## config.mk

```make
export PLATFORM = sky130hd
export DESIGN_NAME = node_feeder
export DESIGN_NICKNAME = d
export VERILOG_FILES = /design/src/rtl/cnn_pkg.sv /design/src/rtl/node_feeder_fifo.sv /design/src/rtl/node_feeder.sv
export SDC_FILE = /design/constraint.sdc
export NUM_CORES = 1
export LEC_CHECK = 0
export CORE_ASPECT_RATIO = 1.2
export CORE_MARGIN = 1.5
export CORE_UTILIZATION = 30
export DETAILED_ROUTE_END_ITERATION = 8
export SYNTH_ARGS = -nofsm -noshare
export SYNTH_HDL_FRONTEND = slang
export SYNTH_SLANG_ARGS = --single-unit
```

## constraint.sdc

```tcl
create_clock -name clk -period 3.16 [get_ports clk]
set_input_delay 0.948 -clock clk [delete_from_list [all_inputs] [get_ports clk]]
set_output_delay 0.948 -clock clk [all_outputs]
set_load 0.01 [all_outputs]
```

## src/rtl/cnn_pkg.sv

```systemverilog
// Shared types for the node operand path: FSM state encoding and the operand
// record carried through the operand FIFO.
package cnn_pkg;

  localparam int CNN_DW = 16;

  typedef enum logic [1:0] {
    ST_IDLE     = 2'd0,
    ST_STREAM   = 2'd1,
    ST_WAIT_RES = 2'd2,
    ST_HOLD     = 2'd3
  } state_t;

  typedef struct packed {
    logic [CNN_DW-1:0] act;
    logic [CNN_DW-1:0] wgt;
    logic              first;
    logic              last;
  } operand_t;

  function automatic logic [CNN_DW-1:0] relu(input logic [CNN_DW-1:0] x);
    return x[CNN_DW-1] ? '0 : x;
  endfunction

endpackage

```

## src/rtl/node_feeder_fifo.sv

```systemverilog
// Two-entry operand FIFO with fall-through: when empty, incoming data is
// presented at the head in the same cycle so the stream can run at full rate.
module node_feeder_fifo #(
  parameter int W = 34
) (
  input  logic         clk,
  input  logic         rst_n,
  input  logic         i_push,
  input  logic [W-1:0] i_data,
  input  logic         i_pop,
  output logic [W-1:0] o_data,
  output logic         o_valid,
  output logic [1:0]   o_count
);

  logic [W-1:0] r_mem [2];
  logic         r_wr_ptr;
  logic         r_rd_ptr;
  logic [1:0]   r_count;

  logic w_empty;
  logic w_pop;
  logic w_write;
  logic w_read;

  assign w_empty = (r_count == 2'd0);
  assign o_valid = !w_empty || i_push;
  assign o_data  = w_empty ? i_data : r_mem[r_rd_ptr];
  assign o_count = r_count;

  // A bypassed entry that is consumed immediately is never stored.
  assign w_pop   = i_pop && o_valid;
  assign w_write = i_push && !(w_empty && w_pop);
  assign w_read  = w_pop && !w_empty;

  always_ff @(posedge clk) begin
    if (w_write) begin
      r_mem[r_wr_ptr] <= i_data;
    end
  end

  always_ff @(posedge clk or negedge rst_n) begin
    if (!rst_n) begin
      r_wr_ptr <= 1'b0;
      r_rd_ptr <= 1'b0;
      r_count  <= 2'd0;
    end else begin
      if (w_write) begin
        r_wr_ptr <= ~r_wr_ptr;
      end
      if (w_read) begin
        r_rd_ptr <= ~r_rd_ptr;
      end
      r_count <= r_count + {1'b0, w_write} - {1'b0, w_read};
    end
  end

endmodule

```

## src/rtl/node_feeder.sv

```systemverilog
// Operand issuer for one node evaluation: reads activation/weight pairs, streams them
// to the MAC, captures its result. NODE_FEEDER_RELU_EN clamps negative results to 0.
module node_feeder
  import cnn_pkg::*;
#(
  parameter int N_INPUTS = 16,
  parameter int DW       = CNN_DW,
  parameter int AW       = 8
) (
  input  logic          clk,
  input  logic          rst_n,
  input  logic          i_start,
  input  logic [AW-1:0] i_act_base,
  input  logic [AW-1:0] i_wgt_base,
  input  logic [DW-1:0] i_bias,
  output logic          o_busy,
  output logic          o_mem_rd_en,
  output logic [AW-1:0] o_act_addr,
  output logic [AW-1:0] o_wgt_addr,
  input  logic [DW-1:0] i_act_rdata,
  input  logic [DW-1:0] i_wgt_rdata,
  output logic          o_op_valid,
  input  logic          i_op_ready,
  output logic [DW-1:0] o_op_act,
  output logic [DW-1:0] o_op_wgt,
  output logic [DW-1:0] o_op_bias,
  output logic          o_op_first,
  output logic          o_op_last,
  input  logic          i_node_valid,
  input  logic [DW-1:0] i_node_x,
  output logic          o_res_valid,
  input  logic          i_res_ready,
  output logic [DW-1:0] o_res_data
);

  localparam int CW = $clog2(N_INPUTS + 1);
  localparam int OW = $bits(operand_t);

  generate
    if (DW != CNN_DW) begin : g_dw_check
      $error("node_feeder: DW must match cnn_pkg::CNN_DW");
    end
  endgenerate

  state_t        r_state;
  logic [AW-1:0] r_act_base;
  logic [AW-1:0] r_wgt_base;
  logic [DW-1:0] r_bias;
  logic [CW-1:0] r_rd_cnt;
  logic          r_inflight;
  logic          r_tag_first;
  logic          r_tag_last;
  logic [DW-1:0] r_res_data;
  logic          r_err;

  operand_t      w_push_op;
  operand_t      w_head;
  logic          w_fifo_valid;
  logic [1:0]    w_fifo_count;
  logic          w_fifo_pop;
  logic          w_accept;
  logic          w_last_acc;
  logic          w_rd_en;
  logic          w_node_take;
  logic [DW-1:0] w_res_in;

  // At most two reads are outstanding (stored + in flight), so the FIFO never overflows.
  assign w_rd_en = (r_state == ST_STREAM) && (r_rd_cnt < CW'(N_INPUTS)) &&
                   ((w_fifo_count + {1'b0, r_inflight}) < 2'd2);

  // first/last ride with the data, tagged in read order at issue time.
  assign w_push_op = '{act: i_act_rdata, wgt: i_wgt_rdata, first: r_tag_first, last: r_tag_last};
  assign w_fifo_pop = i_op_ready && (r_state == ST_STREAM);

  node_feeder_fifo #(
    .W (OW)
  ) u_fifo (
    .clk     (clk),
    .rst_n   (rst_n),
    .i_push  (r_inflight),
    .i_data  (w_push_op),
    .i_pop   (w_fifo_pop),
    .o_data  (w_head),
    .o_valid (w_fifo_valid),
    .o_count (w_fifo_count)
  );

  assign w_accept   = w_fifo_valid && i_op_ready;
  assign w_last_acc = w_accept && w_head.last;
  assign w_node_take = i_node_valid &&
                       ((r_state == ST_WAIT_RES) || ((r_state == ST_STREAM) && w_last_acc));

`ifdef NODE_FEEDER_RELU_EN
  assign w_res_in = relu(i_node_x);
`else
  assign w_res_in = i_node_x;
`endif

  assign o_busy      = (r_state != ST_IDLE);
  assign o_mem_rd_en = w_rd_en;
  assign o_act_addr  = w_rd_en ? (r_act_base + AW'(r_rd_cnt)) : '0;
  assign o_wgt_addr  = w_rd_en ? (r_wgt_base + AW'(r_rd_cnt)) : '0;
  assign o_op_valid  = w_fifo_valid;
  assign o_op_act    = w_fifo_valid ? w_head.act : '0;
  assign o_op_wgt    = w_fifo_valid ? w_head.wgt : '0;
  assign o_op_first  = w_fifo_valid && w_head.first;
  assign o_op_last   = w_fifo_valid && w_head.last;
  assign o_op_bias   = (w_fifo_valid && w_head.first) ? r_bias : '0;
  assign o_res_valid = (r_state == ST_HOLD);
  assign o_res_data  = r_res_data;

  always_ff @(posedge clk or negedge rst_n) begin
    if (!rst_n) begin
      r_state     <= ST_IDLE;
      r_act_base  <= '0;
      r_wgt_base  <= '0;
      r_bias      <= '0;
      r_rd_cnt    <= '0;
      r_inflight  <= 1'b0;
      r_tag_first <= 1'b0;
      r_tag_last  <= 1'b0;
      r_res_data  <= '0;
      r_err       <= 1'b0;
    end else begin
      r_inflight <= w_rd_en;
      if (w_rd_en) begin
        r_tag_first <= (r_rd_cnt == '0);
        r_tag_last  <= (r_rd_cnt == CW'(N_INPUTS - 1));
        r_rd_cnt    <= r_rd_cnt + 1'b1;
      end
      // A result strobe the FSM is not waiting for is dropped but remembered.
      if (i_node_valid && !w_node_take) begin
        r_err <= 1'b1;
      end
      if (w_node_take) begin
        r_res_data <= w_res_in;
      end
      case (r_state)
        ST_IDLE: begin
          if (i_start) begin
            r_act_base <= i_act_base;
            r_wgt_base <= i_wgt_base;
            r_bias     <= i_bias;
            r_rd_cnt   <= '0;
            r_state    <= ST_STREAM;
          end
        end
        ST_STREAM: begin
          if (w_last_acc) begin
            r_state <= w_node_take ? ST_HOLD : ST_WAIT_RES;
          end
        end
        ST_WAIT_RES: begin
          if (w_node_take) begin
            r_state <= ST_HOLD;
          end
        end
        ST_HOLD: begin
          if (i_res_ready) begin
            r_state <= ST_IDLE;
          end
        end
        default: r_state <= ST_IDLE;
      endcase
    end
  end

endmodule
```

==> results of run 1 <==
cell usage after synthesis (3+ instances only):
library cell / number
nand2b_1: 4
nor2_1: 13
buf_2: 5
o211ai_1: 3
xnor2_1: 7
and3_1: 3
clkbuf_1: 8
ha_1: 20
mux2_4: 10
dfrtp_1: 62
a211oi_1: 5
edfxtp_1: 68
xor2_1: 4
o21ai_0: 43
a21o_1: 5
mux2i_1: 37
buf_1: 8
nand2_1: 9
mux2_2: 39
a21oi_1: 15
and2_1: 22
nand3_1: 36
or3_1: 5
inv_1: 12
repair_timing:
action	4_1_cts	5_1_grt
gates resized for setup	80	46
pin swaps	12	9
setup buffers	9	4
hold buffers	0	0
endpoints found under the setup margin	66	47
cloned	2	2
registers in the layout (all words and copies together), names as in the netlist:
signal	cells
r_state	2
r_act_base	8
r_inflight	1
o_res_data	16
r_tag_first	1
r_bias	16
u_fifo.r_rd_ptr	1
r_rd_cnt	5
r_tag_last	1
u_fifo.r_mem	68
r_wgt_base	8
u_fifo.o_count	2
u_fifo.r_wr_ptr	1
cell families (layout without fill, tap and decap cells):
kind of cell | count (synthesis) | in the layout | synth area share [%]
compound gates | 86 | 86 | 8.522
xor+xnor | 11 | 11 | 1.574
flops | 130 | 130 | 58.70
simple gates | 96 | 96 | 8.175
mux | 86 | 86 | 15.68
fa+ha+maj | 22 | 22 | 4.741
buf+inv | 36 | 275 | 2.616
worst paths after layout:
| path | to | depth (start not counted) |
|---|---|---|
| max reg2reg | u_fifo.r_mem[1][9]$_DFFE_PP_ | 6 |
| min | r_bias[5]$_DFFE_PN0P_ | 1 |
| max in group asynchronous | r_inflight$_DFF_PN0_ | 2 |
| min reg2reg | r_bias[5]$_DFFE_PN0P_ | 1 |
| max | o_op_wgt[9] | 4 |
| min in group asynchronous | o_res_data[3]$_DFFE_PN0P_ | 1 |
metrics by stage:
step | total power, mW | worst slack, ps
floorplan | 4.990 | 77.35
global placement | 6.915 | -46.55
detailed placement | 7.041 | -44.43
CTS | 9.377 | -79.79
global route | 9.997 | -39.51
finish | 9.383 | 36.11
final cells by class:
| class | count | area [µm²] | share of cell area (%) |
|---|---|---|---|
| multi-input combinational | 301 | 2530 | 26.84 |
| tap | 265 | 331.6 | 3.517 |
| clock inverter | 14 | 178.9 | 1.898 |
| sequential | 130 | 3603 | 38.23 |
| inverter | 12 | 45.04 | 0.4778 |
| clock buffer | 18 | 429.2 | 4.553 |
| timing repair buffer | 231 | 2308 | 24.49 |
worst max-delay path: cells and delay by family:
family          cells  cell delay, ps
compound gates      1              70
buf+inv             2            1070
simple gates        1              80
where the power goes:
part | switching (mW) | internal [mW] | leakage, nW
logic | 2.12 | 2.47 | 2.56
clock network | 0.772 | 1.25 | 0.288
registers | 0.368 | 2.40 | 1.35
total | 3.26 | 6.12 | 4.20
routing by layer:
metal	part of all wire [%]	global-route usage, %	up-vias
li1	-	-	2173
met1	40	17.02	2220
met2	52	27.23	134
met3	6.7	4.998	15
met4	1.2	4.397	0
met5	0	0	-
==> impl_results.md, run 1 <==
- Outcome: finished, final reports clean
- Site Rows: 57
- Final nets: 801
- Mapped Cells: 467
- DRT Pass-1 Iters: 4
- Final setup TNS: 0 ps
- Largest stage delay, worst path: 560 ps
- RSZ-0062 raised after global routing: true
- EDFF count, synth: 68
- Worst setup SP type: input pin
- Max-Cap Viols: 0
- Crit path required time: 2210 ps
- Placed Area: 0.008423 mm²
- Chip width: 133.4 µm
- Register area share after synthesis: 58.70%
- CP Capture Type: output port
- Max Slew Vio Count: 0
- Slew @ Worst Pin: 903.4 ps
- Hold Slack: 494.4 ps
- Post-Synthesis Cell Area: 0.006122 mm²
- Crit path DAT: 2180 ps
- Crit-path cells: clkdlybuf4s50_1, nand3_1, o21ai_0, clkdlybuf4s50_1
- Sink Count: 130
- Core footprint: 0.02011 mm²
- Critical path class: input pin to output port
- Die height: 159.5 µm
- Fin util: 46.87%
- Via density per instance: 4.678
- Hold Crit Class: flop to flop
- FF-to-FF setup slack: 900 ps
- Commonest non-fill, non-tap cell in the layout: clkdlybuf4s50_1
- Root Buffer: clkbuf_16
- Register bit total from synthesis: 130
- Highest net fanout along the worst path: 3
- Gr usage total: 15.16%
- Clock Pin Slew Worst Setup and Hold Paths: 60 ps
- Rel. slew slack: 39.78%
- Initial Util: 30.44%
- First DRT Iteration DRCs: 149
- Peak supply drop: 0.0004423 V
- Vias in the first global route: 4,922
- Hold path start: r_bias[5]$_DFFE_PN0P_
- Detail Route Antenna Nets: 0
- Cell variety after synth: 40
- Post-route DRC violation count: 0
- Avg Cell Area, Syn: 13.11 µm²
- Final setup viols: 0
- Total global routing overflow: 0
- Post-route cell area: 0.009427 mm²
- Commonest non-fill, non-tap cells in the layout: clkdlybuf4s50_1, edfxtp_1, dfrtp_1
- Most used DFF post-synth: edfxtp_1
- Worst Setup SP: i_wgt_rdata[9]
- Final period utilization: 98.86%
- Yosys top cell area share: 33.35%
- Mapped Nets: 575
- Dpl hpwl: 10,050 µm
- WL final: 15,860 µm
- Critical path's most frequent cell: clkdlybuf4s50_1
- CTS buffer count: 17
- Ys Warns: 0
- Fin cells: 971
- Share of layout cells above drive strength 1: 26.35%
- Filler cells: 1,819
- Power Dens Cells: 995.4 mW/mm²
- CTS tree: built
- Clk Latency, worst-skew pair: 410 ps
- Area grow syn2layout: 53.98%
- Input/output buffers: 171
- Reg2reg start: r_state[0]$_DFFE_PN0P_
- # IOs: 172
- Initial antenna violation count: 0
- Routed WL per cell: 16.33 µm
- Die area: 0.02128 mm²
- P_leak: 4.197 nW
- CP max stage cell: clkdlybuf4s50_1
- Clock skew: 7.981 ps
- Placer congestion estimate: 0.8476
- Area leader, netlist: edfxtp_1
- Ys async rst share: 47.69%
- CTS max path bufs: 2
- # diodes: 0
- First-pass GRT wire length: 25,140 µm
- Htree depth: 4
- Fmax: 320.1 MHz
- Placed cells: 922
- Final hold vios: 0
- Post-layout min period: 3124 ps
- Largest net degree at the start of global routing: 65
- Synth top area cells: edfxtp_1, dfrtp_1, mux2_2
- Detailed-route via count: 4,542
Power figures use the tool's default switching activity.
==> inputs of run 2 (changes only) <==
--- a/config.mk
+++ b/config.mk
@@ -5,10 +5,11 @@
 export SDC_FILE = /design/constraint.sdc
 export NUM_CORES = 1
 export LEC_CHECK = 0
-export CORE_ASPECT_RATIO = 1.2
 export CORE_MARGIN = 1.5
 export CORE_UTILIZATION = 30
 export DETAILED_ROUTE_END_ITERATION = 8
+export PLACE_DENSITY = 0.62
+export SETUP_SLACK_MARGIN = 0.4
 export SYNTH_ARGS = -nofsm -noshare
 export SYNTH_HDL_FRONTEND = slang
 export SYNTH_SLANG_ARGS = --single-unit
==> impl_results.md, run 2 (synthesis results as in run 1) <==
- CTS max path bufs: 2
- Core footprint: 0.02010 mm²
- Root Buffer: clkbuf_16
- Total global routing overflow: 0
- CTS tree: built
- Post-route DRC violation count: 0
- Final setup TNS: 0 ps
- Post-place setup slack: -62.36 ps
- Die area: 0.02127 mm²
- Vias in the first global route: 5,172
- Post-layout min period: 3120 ps
- CTS buffer count: 17
- Die height: 145.9 µm
- Area grow syn2layout: 67.53%
- Setup WS post-layout: 40.44 ps
- Initial antenna violation count: 0
- Sink Count: 130
- Clock skew: 11.71 ps
- First-pass GRT wire length: 27,750 µm
- Share of layout cells above drive strength 1: 48.49%
- Crit path required time: 2210 ps
- Final period utilization: 98.72%
- Hold Crit Class: input pin to async pin
- Peak supply drop: 0.0006034 V
- Worst setup SP type: flop
- Power Dens Cells: 1057 mW/mm²
- WL final: 17,960 µm
- Dpl hpwl: 10,170 µm
- Routed WL per cell: 17.39 µm
- Highest net fanout along the worst path: 4
- Chip width: 145.9 µm
- Clk Latency, worst-skew pair: 420 ps
- Via density per instance: 4.696
- Fmax: 320.6 MHz
- Commonest non-fill, non-tap cells in the layout: clkdlybuf4s50_1, edfxtp_1, buf_6
- First DRT Iteration DRCs: 202
- Max reg flops: 68
- Multi-input gate area: 0.002858 mm²
- Hold Slack: 465.5 ps
- Largest stage delay, worst path: 450 ps
- # diodes: 0
- Filler cells: 1,675
- Max Slew Vio Count: 0
- Placer congestion estimate: 0.8337
- Rel. slew slack: 53.59%
- Commonest non-fill, non-tap cell in the layout: clkdlybuf4s50_1
- Critical path class: flop to output port
- FF+latch area: 0.003606 mm²
- Final nets: 858
- Slew @ Worst Pin: 693.6 ps
- Outcome: finished, final reports clean
- RSZ-0062 raised after global routing: true
- Initial Util: 30.45%
- Crit path DAT: 2170 ps
- CP max stage cell: dfrtp_2
- Final hold vios: 0
- P_leak: 4.279 nW
- Input/output buffers: 171
- Detail Route Antenna Nets: 0
- Final setup viols: 0
- Detailed-route via count: 4,851
- Clock Pin Slew Worst Setup and Hold Paths: 60 ps
- DRT Pass-1 Iters: 6
- Htree depth: 4
- FF-to-FF setup slack: 620 ps
- Max-Cap Viols: 0
- Largest net degree at the start of global routing: 38
- Gr usage total: 16.77%
- Largest reg by FF count: u_fifo.r_mem
- # IOs: 172
- Site Rows: 52
- CP Capture Type: output port
- Crit-path cells: buf_4, ha_4, a211oi_4, o21a_1, or3_1, a21oi_2, buf_2
[run 2: report_power, final]
part / total (mW) / switching, mW / leakage [nW] / internal, mW
Combinational: 6.06 / 2.66 / 2.65 / 3.40
Clock: 1.98 / 0.742 / 0.283 / 1.24
Sequential: 2.80 / 0.400 / 1.35 / 2.40
Total: 10.8 / 3.80 / 4.28 / 7.04
[run 2: final timing paths]
kind / cells past startpoint / startpoint / endpoint
worst max-delay path: 7 / r_rd_cnt[1]$_DFF_PN0_ / o_wgt_addr[7]
worst min-delay path: 1 / rst_n / r_wgt_base[4]$_DFFE_PN0P_
worst max register to register: 15 / u_fifo.o_count[1]$_DFF_PN0_ / u_fifo.o_count[1]$_DFF_PN0_
worst min register to register: 1 / o_res_data[13]$_DFFE_PN0P_ / o_res_data[13]$_DFFE_PN0P_
max in group asynchronous: 2 / rst_n / o_res_data[1]$_DFFE_PN0P_
min in group clk: 1 / o_res_data[13]$_DFFE_PN0P_ / o_res_data[13]$_DFFE_PN0P_
[run 2: layout make-up]
type	count	area share (%)
inverter	12	0.4392
timing repair buffer	288	27.44
multi-input combinational	301	27.86
clock buffer	19	4.221
tap	270	3.294
clock inverter	13	1.586
sequential	130	35.16
[run 2: metrics by stage]
step	instances	total power, mW	util [%]	area (µm²)
floorplan	467	4.991	-	6125
detailed placement	927	6.962	41.92	8428
finish	1033	10.84	51.01	10260
global placement	927	6.866	41.92	8428
CTS	1013	9.918	47.72	9594
global route	1033	11.45	51.01	10260
[run 2: per-layer routing]
| metal | global-route usage [%] | wire [µm] | vias up |
|---|---|---|---|
| met5 | 0 | 0 | - |
| met4 | 5.459 | 244 | 0 |
| met3 | 4.765 | 972 | 18 |
| met2 | 28.71 | 9107 | 140 |
| met1 | 20.33 | 7635 | 2400 |
| li1 | - | - | 2293 |
[run 2: repair_timing]
item                       4_1_cts  5_1_grt
setup endpoints to repair       69       68
hold buffers                     0        0
buffers inserted                47       17
cloned                           7        3
resized for setup              378      134
pin swaps                       25       40
[run 2: critical path: cells and delay by family, from the launching register on]
kind                     cells  cell delay (ps)
buffers and inverters        2              300
AO/OA/AOI/OAI                3              390
flip-flops                   1              450
AND/OR/NAND/NOR              1              360
adder cells (fa/ha/maj)      1              270
==> inputs of run 3 (changes only) <==
--- a/config.mk
+++ b/config.mk
@@ -6,9 +6,9 @@
 export NUM_CORES = 1
 export LEC_CHECK = 0
 export CORE_MARGIN = 1.5
-export CORE_UTILIZATION = 30
+export CORE_UTILIZATION = 40
 export DETAILED_ROUTE_END_ITERATION = 8
-export PLACE_DENSITY = 0.62
+export PLACE_DENSITY = 0.77
 export SETUP_SLACK_MARGIN = 0.4
 export SYNTH_ARGS = -nofsm -noshare
 export SYNTH_HDL_FRONTEND = slang
==> impl_results.md, run 3 (synthesis results as in run 1) <==
- CTS tree: built
- Power Dens Cells: 1034 mW/mm²
- CP Capture Type: output port
- RSZ-0062 raised after global routing: true
- Post-route DRC violation count: 0
- Vias in the first global route: 4,964
- Highest net fanout along the worst path: 4
- Critical path class: flop to output port
- Total global routing overflow: 0
- Slew @ Worst Pin: 1051 ps
- Final setup viols: 0
- Max reg flops: 68
- Largest net degree at the start of global routing: 35
- Hold Slack: 509.9 ps
- Post-CTS Hold Fix Bufs: 0
- Core footprint: 0.01509 mm²
- CTS max path bufs: 2
- Die area: 0.01606 mm²
- Clock Pin Slew Worst Setup and Hold Paths: 60 ps
- Final period utilization: 98.22%
- Chip width: 126.7 µm
- Placed cells: 840
- Final nets: 815
- CTS buffer count: 17
- Largest reg by FF count: u_fifo.r_mem
- Placer congestion estimate: 0.8608
- Via density per instance: 5.197
- # diodes: 0
- Fin util: 62.21%
- Post-route cell area: 0.009387 mm²
- Fin cells: 908
- Detail Route Antenna Nets: 0
- Hold Path Sink: r_bias[3]$_DFFE_PN0P_
- Fmax: 322.2 MHz
- First-pass GRT wire length: 24,860 µm
- Rel. slew slack: 29.80%
- Initial antenna violation count: 0
- Clock skew: 4.396 ps
- Worst setup SP type: flop
- Post-layout min period: 3104 ps
- First DRT Iteration DRCs: 299
- WL final: 16,130 µm
- Final hold vios: 0
- Reg2reg path depth: 6
- Design Power: 9.702 mW
- Hold path start: r_bias[3]$_DFFE_PN0P_
- Dpl hpwl: 9764 µm
- Hold Crit Class: flop to flop
- Outcome: finished, final reports clean
- Crit path required time: 2210 ps
- Worst R2R End: u_fifo.r_mem[1][24]$_DFFE_PP_
- Die height: 126.7 µm
- Detailed-route via count: 4,719
- Max-Cap Viols: 0
- DRT Pass-1 Iters: 6
- Commonest non-fill, non-tap cells in the layout: clkdlybuf4s50_1, edfxtp_1, dfrtp_1
- Area grow syn2layout: 53.32%
- Clk Latency, worst-skew pair: 420 ps
- Commonest non-fill, non-tap cell in the layout: clkdlybuf4s50_1
- Filler cells: 1,161
- WHS Path Cells: 1
- # IOs: 172
- Input/output buffers: 171
- Crit path DAT: 2160 ps
- FF-to-FF setup slack: 840 ps
- Placed Area: 0.008264 mm²
- Peak supply drop: 0.0005897 V
- P_leak: 4.041 nW
- Root Buffer: clkbuf_16
- Reg2reg start: r_state[0]$_DFFE_PN0P_
- Gr usage total: 20.02%
- Sink Count: 130
- Site Rows: 45
- Initial Util: 40.57%
- Max Slew Vio Count: 0
- Share of layout cells above drive strength 1: 39.86%
- Htree depth: 4
- Routed WL per cell: 17.77 µm
## run 3: worst max-delay path, stage by stage (launching register included)
cell      delay [ps]
dfrtp_2          470
ha_4             310
a211oi_4          60
buf_4            140
o21a_1           170
or3_1            340
a21oi_1          120
buf_2            140
## run 3: timing repair
| action | CTS | global route |
|---|---|---|
| setup endpoints to repair | 69 | 101 |
| pin swaps | 31 | 22 |
| setup buffers | 24 | 7 |
| hold endpoints to repair | 0 | 0 |
| resized for setup | 295 | 135 |
| cloned | 3 | 2 |
## run 3: area by class of cell
type / count / area (µm²) / area share [%]
clock inverter: 12 / 140.1 / 1.493
clock buffer: 20 / 436.7 / 4.652
timing repair buffer: 245 / 2236 / 23.82
inverter: 12 / 45.04 / 0.4799
multi-input combinational: 301 / 2688 / 28.63
sequential: 130 / 3606 / 38.42
tap: 188 / 235.2 / 2.506
## run 3: worst max path at each step
| stage | endpoint | slack [ps] | startpoint |
|---|---|---|---|
| floorplan | o_wgt_addr[6] | 520 | r_rd_cnt[0]$_DFF_PN0_ |
| global placement | o_op_act[3] | -30 | i_act_rdata[3] |
| detailed placement | o_op_wgt[13] | -40 | i_wgt_rdata[13] |
| CTS | o_act_addr[7] | 10 | r_rd_cnt[1]$_DFF_PN0_ |
| global route | o_act_addr[7] | -40 | r_rd_cnt[1]$_DFF_PN0_ |
| finish | o_act_addr[7] | 60 | r_rd_cnt[1]$_DFF_PN0_ |
## run 3: layer usage
metal	routed length, µm	GRT usage, %	share of wire [%]
met1	6599	23.15	41
met2	8157	34.62	51
met3	1086	6.917	6.7
met4	291	7.219	1.8
met5	0	0	0
## run 3: per-stage QoR
stage	TNS, ps	setup WS [ps]
6_report	0	56.34
5_1_grt	-35.56	-35.56
4_1_cts	0	13.36
3_5_place_dp	-235.8	-44.70
3_3_place_gp	-78.62	-31.09
2_1_floorplan	0	518.5
## run 3: report_power, final
part           switching, mW  internal (mW)  leakage, nW
clock network          0.719           1.23        0.276
registers              0.404           2.41         1.35
logic                   2.31           2.64         2.41
total                   3.43           6.27         4.04
